## config.mk

```make
export PLATFORM = sky130hd
export DESIGN_NAME = reg_to_mem_store
export DESIGN_NICKNAME = d
export VERILOG_FILES = /design/src/rtl/reg_to_mem_store.sv
export SDC_FILE = /design/constraint.sdc
export NUM_CORES = 1
export LEC_CHECK = 0
export CAP_MARGIN = 20
export CORE_MARGIN = 2
export CORE_UTILIZATION = 25
export DETAILED_ROUTE_END_ITERATION = 8
export PLACE_DENSITY = 0.48
export SYNTH_ARGS = -nofsm -noshare
export SYNTH_HDL_FRONTEND = slang
export SYNTH_SLANG_ARGS = --single-unit
```

## constraint.sdc

```tcl
create_clock -name clk -period 3.5 [get_ports clk]
set_clock_uncertainty 0.1 [all_clocks]
set_input_delay 0.525 -clock clk [delete_from_list [all_inputs] [get_ports clk]]
set_output_delay 0.525 -clock clk [all_outputs]
set_load 0.005 [all_outputs]
```

## src/rtl/reg_to_mem_store.sv

```systemverilog
// Store buffer between EX/MEM and data memory: aligns SB/SH/SW big-endian at push and
// drains entries over mem_req/mem_ack. Optional trap on misaligned stores: MISALIGN_TRAP_EN.
module reg_to_mem_store #(
  parameter int DEPTH = 4,
  parameter int AW    = 32
) (
  input  logic          clk,
  input  logic          rst_n,
  input  logic          st_valid,
  output logic          st_ready,
  input  logic [1:0]    st_size,
  input  logic [AW-1:0] st_addr,
  input  logic [31:0]   st_data,
  output logic          mem_req,
  output logic [AW-1:0] mem_addr,
  output logic [31:0]   mem_wdata,
  output logic [3:0]    mem_be,
  input  logic          mem_ack,
  output logic          sb_empty,
  output logic          st_misalign,
  output logic          dbg_state
);

  localparam int PW = $clog2(DEPTH);
  localparam int CW = PW + 1;

  typedef enum logic {IDLE = 1'b0, REQ = 1'b1} state_t;

  // Handshakes: a store transfers when st_valid && st_ready at a rising edge; a memory
  // write completes when mem_req && mem_ack at a rising edge. mem_ack with mem_req=0 is ignored.

  state_t        state;
  logic [PW-1:0] wr_ptr;
  logic [PW-1:0] rd_ptr;
  logic [PW-1:0] nxt_ptr;
  logic [CW-1:0] count;

  logic [AW-1:0] addr_q [DEPTH];
  logic [31:0]   data_q [DEPTH];
  logic [3:0]    be_q   [DEPTH];

  logic [AW-1:0] in_addr;
  logic [31:0]   in_data;
  logic [3:0]    in_be;
  logic          accept;
  logic          push;
  logic          pop;

  assign st_ready  = (count != CW'(DEPTH));
  assign sb_empty  = (count == '0);
  assign accept    = st_valid && st_ready;
  assign pop       = (state == REQ) && mem_ack;
  assign nxt_ptr   = rd_ptr + 1'b1;
  assign dbg_state = (state == REQ);

  // Big-endian lanes: byte offset 0 lives in bits 31:24 (be[3]).
  always_comb begin
    in_addr = {st_addr[AW-1:2], 2'b00};
    in_be   = 4'b1111;
    in_data = st_data;
    case (st_size)
      2'b00: begin
        in_be   = 4'b1000 >> st_addr[1:0];
        in_data = {4{st_data[7:0]}};
      end
      2'b01: begin
        in_be   = st_addr[1] ? 4'b0011 : 4'b1100;
        in_data = {2{st_data[15:0]}};
      end
      default: begin
        in_be   = 4'b1111;
        in_data = st_data;
      end
    endcase
  end

`ifdef MISALIGN_TRAP_EN
  logic misaligned;
  assign misaligned = ((st_size == 2'b01) && st_addr[0]) ||
                      (st_size[1] && (st_addr[1:0] != 2'b00));
  assign push = accept && !misaligned;

  always_ff @(posedge clk or negedge rst_n) begin
    if (!rst_n) st_misalign <= 1'b0;
    else        st_misalign <= accept && misaligned;
  end
`else
  assign push        = accept;
  assign st_misalign = 1'b0;
`endif

  always_ff @(posedge clk) begin
    if (push) begin
      addr_q[wr_ptr] <= in_addr;
      data_q[wr_ptr] <= in_data;
      be_q[wr_ptr]   <= in_be;
    end
  end

  // The in-flight write stays at the FIFO head until acked, so count covers it.
  always_ff @(posedge clk or negedge rst_n) begin
    if (!rst_n) begin
      state     <= IDLE;
      wr_ptr    <= '0;
      rd_ptr    <= '0;
      count     <= '0;
      mem_req   <= 1'b0;
      mem_addr  <= '0;
      mem_wdata <= '0;
      mem_be    <= '0;
    end else begin
      if (push) wr_ptr <= wr_ptr + 1'b1;
      if (pop)  rd_ptr <= nxt_ptr;

      case ({push, pop})
        2'b10:   count <= count + 1'b1;
        2'b01:   count <= count - 1'b1;
        default: count <= count;
      endcase

      case (state)
        IDLE: begin
          if (count != '0) begin
            mem_addr  <= addr_q[rd_ptr];
            mem_wdata <= data_q[rd_ptr];
            mem_be    <= be_q[rd_ptr];
            mem_req   <= 1'b1;
            state     <= REQ;
          end
        end
        REQ: begin
          if (mem_ack) begin
            if (count > CW'(1)) begin
              mem_addr  <= addr_q[nxt_ptr];
              mem_wdata <= data_q[nxt_ptr];
              mem_be    <= be_q[nxt_ptr];
            end else if (push) begin
              // Entry arriving on the same edge the last one drains: forward it directly.
              mem_addr  <= in_addr;
              mem_wdata <= in_data;
              mem_be    <= in_be;
            end else begin
              mem_req <= 1'b0;
              state   <= IDLE;
            end
          end
        end
        default: begin
          mem_req <= 1'b0;
          state   <= IDLE;
        end
      endcase
    end
  end

endmodule

```

# Yosys cells after proc, flatten, opt, wreduce, memory -nomap -nowiden
# Memories as Yosys holds them, arrays and structs flattened.
# Index checks and enable logic that the tools add are counted.
# word_totals
memories	3
out_inout_bits	73
elab_cells	65
inputBits	70
ramBits	264
regBits	77
# op_classes
n_bitwise	1
n_shift	1
magnitude_cmp	1
muxes	30
reduce_logical	8
n_eq_ne	9
addsub	4
# memory_table
name	words	width	rd	rd_clocked_by_memory_dff	write_ports	line_no	rtl
data_q	4	32	2	0	1	39	logic [31:0] data_q [DEPTH];
addr_q	4	30	2	0	1	38	logic [AW-1:0] addr_q [DEPTH];
be_q	4	4	2	0	1	40	logic [3:0] be_q [DEPTH];
# ops
cell	n
2-to-1 mux 32 bit	8
case mux 32 bit (2 select lines)	3
2-to-1 mux 4 bit	5
case mux 4 bit (2 select lines)	2
2-to-1 mux 1 bit	9
inequality test 2 bit, second input constant	4
case mux 3 bit (2 select lines)	1
adder 2 x 1 -> 2 bit, second input constant	2
== test 2 x 1 -> 1 bit, second input constant	2
case mux 1 bit (2 select lines)	2
AND reduction 4 bit	1
>> shifter 4 x 2 -> 4 bit, first input constant	1
adder 3 x 1 -> 3 bit, second input constant	1
> comparator 3 x 1 -> 1 bit, second input constant	1
logical NOT 3 bit	1
inequality test 3 x 1 -> 1 bit, second input constant	1
inequality test 3 bit, second input constant	1
AND reduction 3 bit	1
nonzero test 3 bit	1
subtractor 3 x 1 -> 3 bit, second input constant	1
== test 2 bit, second input constant	1
logical AND 1 bit	2
logical NOT 2 bit	1
nonzero test 2 bit	1
NOT 1 bit	1

# Logic depth before layout (Yosys ltp)
# depth
depth_word	6
depth_mapped	8
mapped_depth_nobuf	8

# Worst setup path after synthesis
# OpenSTA, ideal clock, no wires.
# synth_timing
kind	register to register
startpoint	reg count[0]
endpoint	mem addr_q[0][0] in the netlist's numbering, enable pin
setup_time_ns	0.432
period_less_slack_ns	2.959
required_ns	2.968
setup_slack_ns	0.541
arrival_time_ns	2.427
path_buffers	0
stages_incl_launch_ff	5
cell_sequence	dfrtp_1 -> inv_1 -> ha_1 -> nand2_1 -> and3_1
# synth_between
elab_chain_len	4
# synth_rtl
element	line_no	rtl
from (decl)	36	logic [CW-1:0] count;
from (signal assigned)	116	2'b10: count <= count + 1'b1;
from (signal assigned)	117	2'b01: count <= count - 1'b1;
from (signal assigned)	118	default: count <= count;
inequality test 3 bit	49	assign st_ready = (count != CW'(DEPTH));
net st_ready	10	output logic st_ready,
logical AND 1 bit	51	assign accept = st_valid && st_ready;
2-to-1 mux 1 bit	93	if (push) begin
2-to-1 mux 1 bit (implied by the code)	94	addr_q[wr_ptr] <= in_addr;
to (decl)	38	
# The timed path passes the listed nets, and every way through them passes these cells.

# Worst setup path after layout
# layout_timing
startpoint	reg count[0]
endpoint	out sb_empty
# layout_between
elab_chain_len	1
# layout_rtl
element	line_no	rtl
logical NOT 3 bit	50	assign sb_empty = (count == '0);
to (decl)	19	output logic sb_empty,
# Every way passes these cells.

==> summary.md <==
| Metric | Value |
|---|---|
| Layout cells sized above 1 | 0.310 |
| Crit-path max cell delay | ~560 ps |
| Vias per inst | ~4.7 |
| Final Wtd Congestion | 0.708 |
| Filler cell count | about 6000 |
| H-Tree Depth | 2 |
| Internal power | 12.2 mW |
| Critical Path End Type | primary output |
| Post-synth ARST share | 0.221 |
| Syn Inst Count | about 830 |
| Initial DRC count | 594 |
| CTS buffer count | 41 |
| Synth warn | 0 |
| Maxcap violations | 0 |
| Initial antenna violation count | 0 |
| Net Sw Frac | 0.315 |
| Std-Cell Rows | 91 |
| Flops & latches, synth | around 340 |
| DRC errors left | 0 |
| Final net count | roughly 1100 |
| Root buffer cell | clkbuf_16 |
| Diodes inserted | 0 |
| Finish-stage setup viols | 0 |
| Min Tclk post-route | approximately 2700 ps |
| Fmax | ~0.37 GHz |
| PD cells | between 900 and 1000 nW/µm² |
| Outcome | completed |
| Netlist cell types | 33 |
| Antenna Nets Post-Route | 0 |
| Initial Utilization | 0.253 |
| Post-DP HPWL | ~24 mm |
| Via count | ~8700 |
| Synth-to-layout area growth | 24.3% |
| Slowest cell on the critical path | clkdlybuf4s50_1 |
| Crit path DAT | approximately 2100 ps |
| Combinational fraction of design power | 0.408 |
| Reg-to-Reg Start | rd_ptr[1] |
| Post-CTS sizing | 0 |
| Worst VDD drop | ~580 µV |
| Crit share post-route | 0.778 |
| DIE AREA | 64800 µm² |
| RR Endpoint | mem_wdata[8] |
| Crit path max fanout | 5 |
| EDFF count, synth | ~260 |
| Synth Flop Type | edfxtp_1 |
| Psw | between 5 and 6 mW |
| Chip Width | approximately 250 µm |
| Post-CTS setup buffer count | 0 |
| Relative max-transition margin | 0.342 |
| Final slew viol count | 0 |
| Reg area | about 10000 µm² |
| First-pass GRT wire length | 61.2 mm |
| Clk buf depth | 3 |
| Final hold violations | 0 |
| Seq pwr share | 0.352 |
| Sequential fraction of the synthesis area | 0.625 |
| CP startpoint kind | flop |
| Setup TNS | 0 ps |
| Clk pwr share | 0.239 |
| Area taken by multi-input logic gates | approximately 5500 µm² |
| CTS tree | built |
| Wire per inst | 22.5 µm |
| CP required | 2870 ps |
| Syn Area/Cell | roughly 19 µm² |
| Commonest non-fill, non-tap cells in the layout | edfxtp_1, clkdlybuf4s50_1, mux4_2, mux2_2, dfrtp_1 |
| Reg2reg setup slack | approximately 950 ps |
| Slew @ Worst Pin | between 900 and 1000 ps |
| Post-CTS Hold Fix Bufs | 0 |
| Clock Sinks | approximately 340 |
| R2R depth | 5 |
| Die Y-Extent | about 250 µm |
| Drt first pass iters | 4 |
| CP cell instances | inv_1 -> ha_1 -> nor2b_1 -> clkdlybuf4s50_1 |
| Core Area | 61900 µm² |
| DRT Wirelength | 41.4 mm |
| I/O pin cnt | approximately 140 |
| Hold Path Class | input port to async pin |
| Total Power | approximately 18 mW |
| Cell area after synthesis | around 16000 µm² |
| Crit Path Category | flop to primary output |
| Worst-path clk slew | 60 ps |
| Leak | roughly 6.6 nW |
| RSZ-0062 raised after global routing | false |
| Worst skew pair latency | between 500 and 600 ps |
| Vias in the first global route | 9098 |
| GRT overflow | 0 |
| IO Port Bufs | around 140 |
| All-Layer GR Usage | 0.128 |
| Largest net degree at the start of global routing | 69 |
| Most common cell after layout, fill and taps aside | edfxtp_1 |
-- worst max-delay path, delay by kind of cell (launching register included) --
family / cells / cell delay, ps
buffers and inverters: 2 / 670
DFF: 1 / 440
and+or+nand+nor: 1 / 230
adders and majority gates: 1 / 200
-- layer usage --
layer / wire length (µm) / global-route usage / vias up
li1: - / - / 3751
met1: 17600 / 0.163 / 4690
met2: 20700 / 0.219 / 240
met3: 2280 / 0.0288 / 55
met4: 766 / 0.0354 / 0
met5: 0 / 0 / -
-- state kept, by name, indices dropped and copies added, names as in the netlist --
register   cells
addr_q       120
be_q          16
count          3
data_q       128
dbg_state      1
mem_addr      30
mem_be         4
mem_req        1
mem_wdata     32
rd_ptr         2
wr_ptr         2
-- how the worst max path moves through the flow --
stage | start | to | slack, ps | cells after the start
after floorplan | count[0] | addr_q[0][0] | 540 | 4
after global placement | st_size[0] | mem_wdata[12] | 530 | 6
after detailed placement | st_size[0] | mem_wdata[9] | 550 | 6
after CTS | count[0] | sb_empty | 720 | 4
after global routing | count[0] | sb_empty | 640 | 4
final | count[0] | sb_empty | 780 | 4
-- power by group through the flow --
stage               logic, mW  clock network, mW  registers (mW)
floorplan                5.05                  0            6.02
global placement         7.39                  0            6.34
detailed placement       7.42                  0            6.37
CTS                      7.46               4.37            6.29
global route             7.87               4.50            6.40
finish                   7.25               4.25            6.25
-- kinds of logic after synthesis --
logic type      count (synthesis)  share of synthesized area
flops                         339                      0.625
mux                           223                      0.254
simple gates                   91                     0.0339
compound gates                 86                     0.0505
buf+inv                        74                     0.0261
fa+ha+maj                       9                    0.00718
xor+xnor                        6                    0.00335
other cells                     1                   0.000239
-- synthesized netlist by cell type, types with 7 or more instances --
library cell  count  share of area
edfxtp_1        264           0.51
mux4_2          132           0.19
mux2_2           82          0.059
dfrtp_1          75           0.12
and2_1           67          0.027
a221o_1          66          0.042
clkbuf_1         31         0.0074
buf_6            14          0.010
nand2_1          12         0.0029
o21ai_0          10         0.0032
buf_2             9         0.0029
ha_1              9         0.0072
inv_1             9         0.0022
mux2i_1           9         0.0057
buf_1             7         0.0017
-- cell type report --
class | count | area share
Clock buffer | 54 | 0.0577
Clock inverter | 22 | 0.0112
Tap cell | 837 | 0.0537
Multi-Input combinational cell | 418 | 0.284
Timing Repair Buffer | 164 | 0.0891
Inverter | 9 | 0.00173
Sequential cell | 339 | 0.503
-- per-stage QoR --
step	cell area [µm²]	utilization	instances	setup WS (ps)	hold WS, ps
2_1_floorplan	15700	-	831	541	129
3_5_place_dp	18200	0.293	1767	552	389
4_1_cts	19500	0.315	1843	715	43.5
6_report	19500	0.315	1843	778	31.0
3_3_place_gp	18200	0.293	1767	529	385
5_1_grt	19500	0.315	1843	637	97.3
Note: power is estimated with default switching activity, not from simulation.
